### src/rtl/button_inputs_pkg.sv
// Shared definitions for the button input peripheral: register offsets and field bases.
package button_inputs_pkg;

  typedef enum logic [1:0] {
    BTN_STATE  = 2'd0,
    BTN_RISE   = 2'd1,
    BTN_FALL   = 2'd2,
    BTN_IRQ_EN = 2'd3
  } btn_reg_e;

  localparam int unsigned IRQ_EN_FALL_BASE = 16;
  localparam int unsigned BUS_WIDTH        = 32;

endpackage

### src/rtl/button_inputs_if.sv
// Simple zero-wait-state peripheral bus: single-cycle read/write strobes, combinational response.
interface button_inputs_if;
  import button_inputs_pkg::*;

  logic                 read;
  logic                 write;
  logic [BUS_WIDTH-1:0] address;
  logic [BUS_WIDTH-1:0] write_data;
  logic [BUS_WIDTH-1:0] read_data;
  logic                 response;

  modport master (
    output read, write, address, write_data,
    input  read_data, response
  );

  modport slave (
    input  read, write, address, write_data,
    output read_data, response
  );

endinterface

### src/rtl/button_debounce.sv
// One button bit: 2-FF synchroniser, stability counter and accepted level with edge pulses.
module button_debounce #(
  parameter int unsigned DEBOUNCE_CYCLES = 250000
) (
  input  logic clk,
  input  logic reset,
  input  logic din,
  output logic stable,
  output logic rise_pulse,
  output logic fall_pulse
);

  localparam int unsigned CntW = $clog2(DEBOUNCE_CYCLES);
  localparam logic [CntW-1:0] CntTerm = CntW'(DEBOUNCE_CYCLES - 1);

  logic [1:0]      sync_q;
  logic            stable_q, stable_d;
  logic [CntW-1:0] cnt_q, cnt_d;
  logic            differ, accept;

  always_ff @(posedge clk or negedge reset) begin
    if (!reset) begin
      sync_q   <= '0;
      stable_q <= 1'b0;
      cnt_q    <= '0;
    end else begin
      sync_q   <= {sync_q[0], din};
      stable_q <= stable_d;
      cnt_q    <= cnt_d;
    end
  end

  // The counter restarts on any agreeing sample and on acceptance, so it never wraps.
  always_comb begin
    differ   = sync_q[1] ^ stable_q;
    accept   = differ && (cnt_q == CntTerm);
    cnt_d    = (!differ || accept) ? '0 : cnt_q + CntW'(1);
    stable_d = accept ? sync_q[1] : stable_q;
  end

  assign stable     = stable_q;
  assign rise_pulse = accept & sync_q[1];
  assign fall_pulse = accept & ~sync_q[1];

endmodule

### src/rtl/button_inputs.sv
// Memory-mapped debounced button port: level, W1C rise/fall pending, IRQ enables, level irq.
module button_inputs
  import button_inputs_pkg::*;
#(
  parameter int unsigned WIDTH           = 8,
  parameter int unsigned DEBOUNCE_CYCLES = 250000,
  parameter bit          ACTIVE_LOW      = 1'b1
) (
  input  logic              clk,
  input  logic              reset,
  button_inputs_if.slave    bus,
  input  logic [WIDTH-1:0]  buttons_in,
  output logic              irq
);

  logic [WIDTH-1:0]     pin_level, stable, rise_pulse, fall_pulse;
  logic [WIDTH-1:0]     rise_q, rise_d, fall_q, fall_d;
  logic [WIDTH-1:0]     en_rise_q, en_rise_d, en_fall_q, en_fall_d;
  logic [WIDTH-1:0]     wd_low, wd_high;
  logic [BUS_WIDTH-1:0] rdata;
  btn_reg_e             sel;
  logic                 unused_bus;

  assign pin_level  = ACTIVE_LOW ? ~buttons_in : buttons_in;
  assign sel        = btn_reg_e'(bus.address[3:2]);
  assign wd_low     = bus.write_data[WIDTH-1:0];
  assign wd_high    = bus.write_data[IRQ_EN_FALL_BASE +: WIDTH];
  assign unused_bus = ^{bus.address[BUS_WIDTH-1:4], bus.address[1:0], bus.write_data};

  for (genvar i = 0; i < WIDTH; i++) begin : g_bit
    button_debounce #(
      .DEBOUNCE_CYCLES(DEBOUNCE_CYCLES)
    ) u_debounce (
      .clk        (clk),
      .reset      (reset),
      .din        (pin_level[i]),
      .stable     (stable[i]),
      .rise_pulse (rise_pulse[i]),
      .fall_pulse (fall_pulse[i])
    );
  end

  // New events are OR-ed in after the clear so a coincident set wins.
  always_comb begin
    rise_d    = rise_q;
    fall_d    = fall_q;
    en_rise_d = en_rise_q;
    en_fall_d = en_fall_q;
    if (bus.write) begin
      unique case (sel)
        BTN_RISE:   rise_d = rise_q & ~wd_low;
        BTN_FALL:   fall_d = fall_q & ~wd_low;
        BTN_IRQ_EN: begin
          en_rise_d = wd_low;
          en_fall_d = wd_high;
        end
        default: ;
      endcase
    end
    rise_d = rise_d | rise_pulse;
    fall_d = fall_d | fall_pulse;
  end

  always_ff @(posedge clk or negedge reset) begin
    if (!reset) begin
      rise_q    <= '0;
      fall_q    <= '0;
      en_rise_q <= '0;
      en_fall_q <= '0;
    end else begin
      rise_q    <= rise_d;
      fall_q    <= fall_d;
      en_rise_q <= en_rise_d;
      en_fall_q <= en_fall_d;
    end
  end

  always_comb begin
    rdata = '0;
    if (bus.read) begin
      unique case (sel)
        BTN_STATE:  rdata[WIDTH-1:0] = stable;
        BTN_RISE:   rdata[WIDTH-1:0] = rise_q;
        BTN_FALL:   rdata[WIDTH-1:0] = fall_q;
        BTN_IRQ_EN: begin
          rdata[WIDTH-1:0]                  = en_rise_q;
          rdata[IRQ_EN_FALL_BASE +: WIDTH]  = en_fall_q;
        end
        default: ;
      endcase
    end
  end

  assign bus.read_data = rdata;
  assign bus.response  = bus.read | bus.write;
  assign irq           = (|(rise_q & en_rise_q)) | (|(fall_q & en_fall_q));

endmodule
### src/flat_wrapper.sv
// flat-port wrapper written by rule: the top's interface ports become plain ports
module button_inputs_flat import button_inputs_pkg::*;
#(
  parameter int unsigned WIDTH           = 8,
  parameter int unsigned DEBOUNCE_CYCLES = 250000,
  parameter bit          ACTIVE_LOW      = 1'b1
)
  (clk, reset, buttons_in, irq, bus_read, bus_write, bus_address, bus_write_data, bus_read_data, bus_response);
  button_inputs_if bus_i ();
  input  logic clk;
  input  logic reset;
  input  logic [WIDTH-1:0] buttons_in;
  output logic irq;
  input wire logic [$bits(bus_i.read)-1:0] bus_read;
  input wire logic [$bits(bus_i.write)-1:0] bus_write;
  input wire logic [$bits(bus_i.address)-1:0] bus_address;
  input wire logic [$bits(bus_i.write_data)-1:0] bus_write_data;
  output wire logic [$bits(bus_i.read_data)-1:0] bus_read_data;
  output wire logic [$bits(bus_i.response)-1:0] bus_response;
  assign bus_i.read = bus_read;
  assign bus_i.write = bus_write;
  assign bus_i.address = bus_address;
  assign bus_i.write_data = bus_write_data;
  assign bus_read_data = bus_i.read_data;
  assign bus_response = bus_i.response;
  button_inputs #(.WIDTH(WIDTH), .DEBOUNCE_CYCLES(DEBOUNCE_CYCLES), .ACTIVE_LOW(ACTIVE_LOW)) u_core (.clk(clk), .reset(reset), .bus(bus_i), .buttons_in(buttons_in), .irq(irq));
endmodule
### config.mk
export PLATFORM = sky130hd
export DESIGN_NAME = button_inputs_flat
export DESIGN_NICKNAME = d
export VERILOG_FILES = /design/src/rtl/button_inputs_pkg.sv /design/src/rtl/button_inputs_if.sv /design/src/rtl/button_debounce.sv /design/src/rtl/button_inputs.sv /design/src/flat_wrapper.sv
export SDC_FILE = /design/constraint.sdc
export NUM_CORES = 1
export LEC_CHECK = 0
export ABC_CLOCK_PERIOD_IN_PS = 6060
export BUFFER_PORTS_ARGS = -buffer_cell sky130_fd_sc_hd__buf_4
export CORE_ASPECT_RATIO = 1.5
export CORE_MARGIN = 3
export CORE_UTILIZATION = 23
export CTS_BUF_LIST = sky130_fd_sc_hd__clkbuf_16
export DETAILED_ROUTE_END_ITERATION = 7
export GPL_ROUTABILITY_DRIVEN = 0
export SLEW_MARGIN = 10
export SYNTH_ARGS = -nofsm -noshare
export SYNTH_HDL_FRONTEND = slang
export SYNTH_SLANG_ARGS = --single-unit
### constraint.sdc
create_clock -name clk -period 6.06 [get_ports clk]
set_clock_uncertainty 0.15 [all_clocks]
set_input_delay 0.909 -clock clk [delete_from_list [all_inputs] [get_ports clk]]
set_output_delay 0.909 -clock clk [all_outputs]
set_load 0.03 [all_outputs]
== Word level (Yosys, flattened, before mapping) ==
Index checks and enable logic that the tools add are counted.

* Bits in registers: 200
* Logic and storage cells: 133
* Bits of input ports: 76

* Mux-type cells: 16
* Equality and inequality tests: 11
* Bitwise logic cells: 42
* Add/subtract/negate cells: 8
* Reductions and logical operators: 28

{| class="wikitable"
|+ Operator list
! kind !! number
|-
| adder 18 x 1 -> 18 bit, second input constant || 8
|-
| == test 18 bit, second input constant || 8
|-
| 2-to-1 mux 18 bit || 8
|-
| 2-to-1 mux 8 bit || 7
|-
| bitwise AND 8 bit || 4
|-
| one-hot mux 8 bit (4 select lines) || 1
|-
| bitwise AND 1 bit || 16
|-
| inverter 8 bit || 2
|-
| OR 8 bit || 2
|-
| OR reduction 8 bit || 2
|-
| logical AND 1 bit || 8
|-
| logical NOT 1 bit || 8
|-
| logical OR 1 bit || 8
|-
| inverter 1 bit || 8
|-
| XOR 1 bit || 8
|-
| == test 2 bit, second input constant || 2
|-
| == test 2 x 1 -> 1 bit, second input constant || 1
|-
| logical NOT 2 bit || 1
|-
| OR 1 bit || 2
|-
| AND reduction 2 bit || 1
|}

== Depth between registers and ports, before layout ==
* Depth after elaboration: 5
* Gate-level depth with buffers: 6
* Mapped depth without buffers: 5

== Hierarchy ==
A second synthesis with hierarchy kept.

* Cells, all modules: 948
* Area total of the unflattened synthesis: 10,018.4 um^2

{| class="wikitable"
|+ By module, submodules not included
! module !! sequential area each (um^2) !! area each (um^2) !! cells an instance !! instances
|-
| button_debounce || 525.5 || 1,027.2 || 100 || 8
|-
| button_inputs || 800.8 || 1,800.5 || 148 || 1
|}

== Least setup slack after synthesis ==
OpenSTA, ideal clock, no wires.

* Path kind: input-to-output
* Start point: input port bus_address[2]
* End point: output port bus_read_data[7]
* Stages on the path: 3
* Buffers on the path: 1
* Slack: 2.988 ns
* Arrival time: 2.013 ns
* Path through: clkbuf_1 > mux4_2 > and2_1

* Longest elaborated chain between the ends: 3
* Elaborated cells on any way between the ends: 6
* Those cells by class: eq/ne (3); mux (2); reduce/logical (1)

{| class="wikitable"
|+ Ends and longest elaborated chain
! what !! line !! source
|-
| start: declaration || flat_wrapper.sv:16 || <nowiki>input wire logic [$bits(bus_i.address)-1:0] bus_address;</nowiki>
|-
| == test 2 bit (tied with other cells) || button_inputs.sv:81 || <nowiki>unique case (sel)</nowiki>
|-
| one-hot mux 8 bit (4 select lines) * || button_inputs.sv:81 ||
|-
| 2-to-1 mux 8 bit * || button_inputs.sv:80 || <nowiki>if (bus.read) begin</nowiki>
|-
| end: declaration || flat_wrapper.sv:18 || <nowiki>output wire logic [$bits(bus_i.read_data)-1:0] bus_read_data;</nowiki>
|}

Every way passes the cells marked *; elsewhere a longest branch is shown, timed or not.

== Final worst setup path ==
* Start point: input port bus_address[3]
* End point: output port bus_read_data[3]

Same word-level chain as after synthesis.

==> reports/results.tsv <==
stage	metric	value	unit
finish	nFillCells	4398	
floorplan	row_count	91	
detailed_routing	vias	6994	
logic_synthesis	synth-edff-count	0	
timing	grt_setup_unrepaired	false	
clock_network	cts_tree	built	
grt	antenna_found_initial	3	
pwr	p_leak	4.47	nW
outcome	outcome	complete, no violations	
clock_network	cts.sinks	200	
timing	slew_viol_final	0	
timing	fmax	322	MHz
floorplan	fp.coreArea	41400	um^2
clock_network	cts-root-buf	clkbuf_16	
logic_synthesis	ys_types	45	
critical_path	critical_path.cell_chain	buf_4 > mux4_2 > and2_1 > buf_4	
grt	grt_pass1_wl	34600	um
critical_path	critPathMaxStageDelay	0.51	ns
critical_path	worstPathRequired	5.00	ns
detailed_routing	antenna_left	0	
place	placed_area	10600	um^2
pwr	fin_total_pwr	0.00269	W
critical_path	crit_fanout	12	
logic_synthesis	synth.avg_cell_area	10.3	um^2
critical_path	arrival	2.05	ns
place	preCtsSetupSlack	2.90	ns
timing	finalCritPeriodShare	0.513	
place	dp_hpwl	14600	um
critical_path	path_buf_inv	2	
logic_synthesis	postSynthCellCount	945	
detailed_routing	viasPerCell	4.46	
finish	design_area	11200	um^2
timing	tns	0	ns
clock_network	cts_hold_buf	0	
worst_hold_path	hold_class	primary input to asynchronous set/reset pin	
critical_path	cp_common_cell	buf_4	
critical_path	crit_path_top_delay_cell	mux4_2	
timing	max_slew_margin	0.339	
critical_path	endpoint_kind	output pin	
clock_network	htree_num_levels	4	
logic_synthesis	yosys_warnings	0	
timing	hold_viol	0	
timing	setup_viol	0	
grt	overflow	0	
detailed_routing	dr.pass1.iters	5	
finish	multiInputGateArea	4400	um^2
timing	worstMarginPinSlew	0.992	ns
grt	grt_max_degree	172	
detailed_routing	drc	0	
logic_synthesis	syn-cell-area	9700	um^2
flow_run	drv_cap	0	
clock_network	clockBufferDepth	2	
clock_network	postCtsSetupRepairBufs	0	
finish	layout_common_cells	200 x dfrtp_1, 140 x nor2_1, 67 x xnor2_1	
finish	area_growth	15.7	%
finish	ff_latch_area	5000	um^2
pwr	ir_drop	199	uV
logic_synthesis	yosysSeqAreaShare	0.516	
timing	setup_ws	2.95	ns
floorplan	pin_count	110	
critical_path	startpoint_type	primary input	
critical_path	path_class	primary input to output pin	
clock_network	ctsResizeCount	0	
clock_network	path_clk_slew	0.07	ns
finish	drive_gt1_frac	0.121	
grt	track_usage	0.0950	
finish	layout_commonest_cell	dfrtp_1	
finish	nets	1079	
place	io_buffers	47	
floorplan	dieArea	44700	um^2
critical_path	crit_family	multiplexers	
logic_synthesis	ys_async_sr_fraction	1.00	
detailed_routing	routed_wl	20700	um
logic_synthesis	synth-main-ff-cell	dfrtp_1	
logic_synthesis	synth_seq_cells	200	
pwr	power_density	240	nW/um^2
clock_network	cts_buffers	17	
clock_network	insertion_delay	0.44	ns
detailed_routing	wl_per_cell	13.2	um
floorplan	die_w	174	um
floorplan	dieHeight	257	um
timing	layout_min_cycle_time	3.11	ns
detailed_routing	drt_iter0_markers	462	
grt	grt_pass1_vias	7000	
floorplan	initial_utilization	0.234	
[sequential cells by signal, indices dropped and copies added, names as in the netlist]
signal                          cells
u_core.rise_q                       8
u_core.g_bit.u_debounce.sync_q     16
u_core.g_bit.u_debounce.stable      8
u_core.fall_q                       8
u_core.en_fall_q                    8
u_core.g_bit.u_debounce.cnt_q     144
u_core.en_rise_q                    8
[worst paths after layout]
check | from | end | slack, ns | cells past startpoint
setup / recovery | bus_address[3] | bus_read_data[3] | 2.95 | 4
hold / removal | reset | u_core.g_bit[0].u_debounce.cnt_q[3] | 0.20 | 1
setup reg to reg | u_core.g_bit[5].u_debounce.cnt_q[4] | u_core.g_bit[5].u_debounce.cnt_q[6] | 3.71 | 4
hold reg to reg | u_core.g_bit[1].u_debounce.sync_q[0] | u_core.g_bit[1].u_debounce.sync_q[1] | 0.20 | 0
max in group asynchronous | reset | u_core.g_bit[5].u_debounce.cnt_q[10] | 4.32 | 2
min in group clk | u_core.g_bit[1].u_debounce.sync_q[0] | u_core.g_bit[1].u_debounce.sync_q[1] | 0.20 | 0
[synthesized netlist by cell type, types with 3 or more instances]
cell type	n	area (um^2)
nor4b_1	3	26.3
a22o_1	4	35.0
ha_1	8	100
clkbuf_1	13	48.8
mux2i_1	5	50.1
and2_1	18	113
nand2b_1	9	56.3
xor2_1	37	324
or4_4	3	33.8
nand4_1	37	231
o21ai_0	19	95.1
o31ai_1	13	97.6
inv_1	45	169
buf_4	16	120
and3_1	14	87.6
nand2_1	60	225
or2_2	3	18.8
a32o_1	10	100
buf_6	3	33.8
a221oi_1	4	35.0
o21ai_4	3	48.8
and4_1	8	70.1
mux4_2	8	180
mux2_2	19	214
nand4b_1	5	43.8
nor4_1	25	156
a21oi_1	29	145
dfrtp_1	200	5000
a31o_2	3	26.3
xnor2_1	67	587
or4_1	18	135
or4b_1	3	30.0
nand3_1	52	260
nor2_1	140	526
nor3_1	14	70.1
or3_1	14	87.6
[metrics by stage]
stage,cells,utilization,hold slack [ns]
final,1567,0.271,0.199
after global routing,1566,0.271,0.200
after global placement,1534,0.257,0.186
after floorplan,960,-,0.181
after CTS,1565,0.270,0.189
after detailed placement,1534,0.257,0.186
[metal layers]
| layer | GRT usage | routed length (um) | vias up | part of all wire |
|---|---|---|---|---|
| li1 | - | - | 3389 | - |
| met1 | 0.113 | 9140 | 3435 | 0.44 |
| met2 | 0.157 | 10000 | 135 | 0.48 |
| met3 | 0.0282 | 982 | 33 | 0.047 |
| met4 | 0.0436 | 540 | 2 | 0.026 |
| met5 | 0 | 12 | - | 0.00058 |
[area by class of cell]
cell class              count  area share
diodes                      2    0.000446
clock buffers              17      0.0379
clock inverters            14      0.0118
inverters                  45      0.0151
multi-input cells         682       0.392
flip-flops and latches    200       0.446
well taps                 558      0.0622
repair buffers             49      0.0345
[where the power goes]
part / switching [W] / total (W) / internal [W]
registers: 0.0000338 / 0.00141 / 0.00138
clock network: 0.000503 / 0.00110 / 0.000601
logic: 0.000109 / 0.000177 / 0.0000672
total: 0.000646 / 0.00269 / 0.00204
[logic make-up after synthesis]
group	share of synthesized area
and+or+nand+nor	0.229
other	0.000387
xor gates and xnor gates	0.0939
buffers and inverters	0.0388
AOI/OAI and AO/OA	0.0654
DFF	0.516
muxes	0.0458
adders and majority gates	0.0103
(Power assumes the default switching activity.)
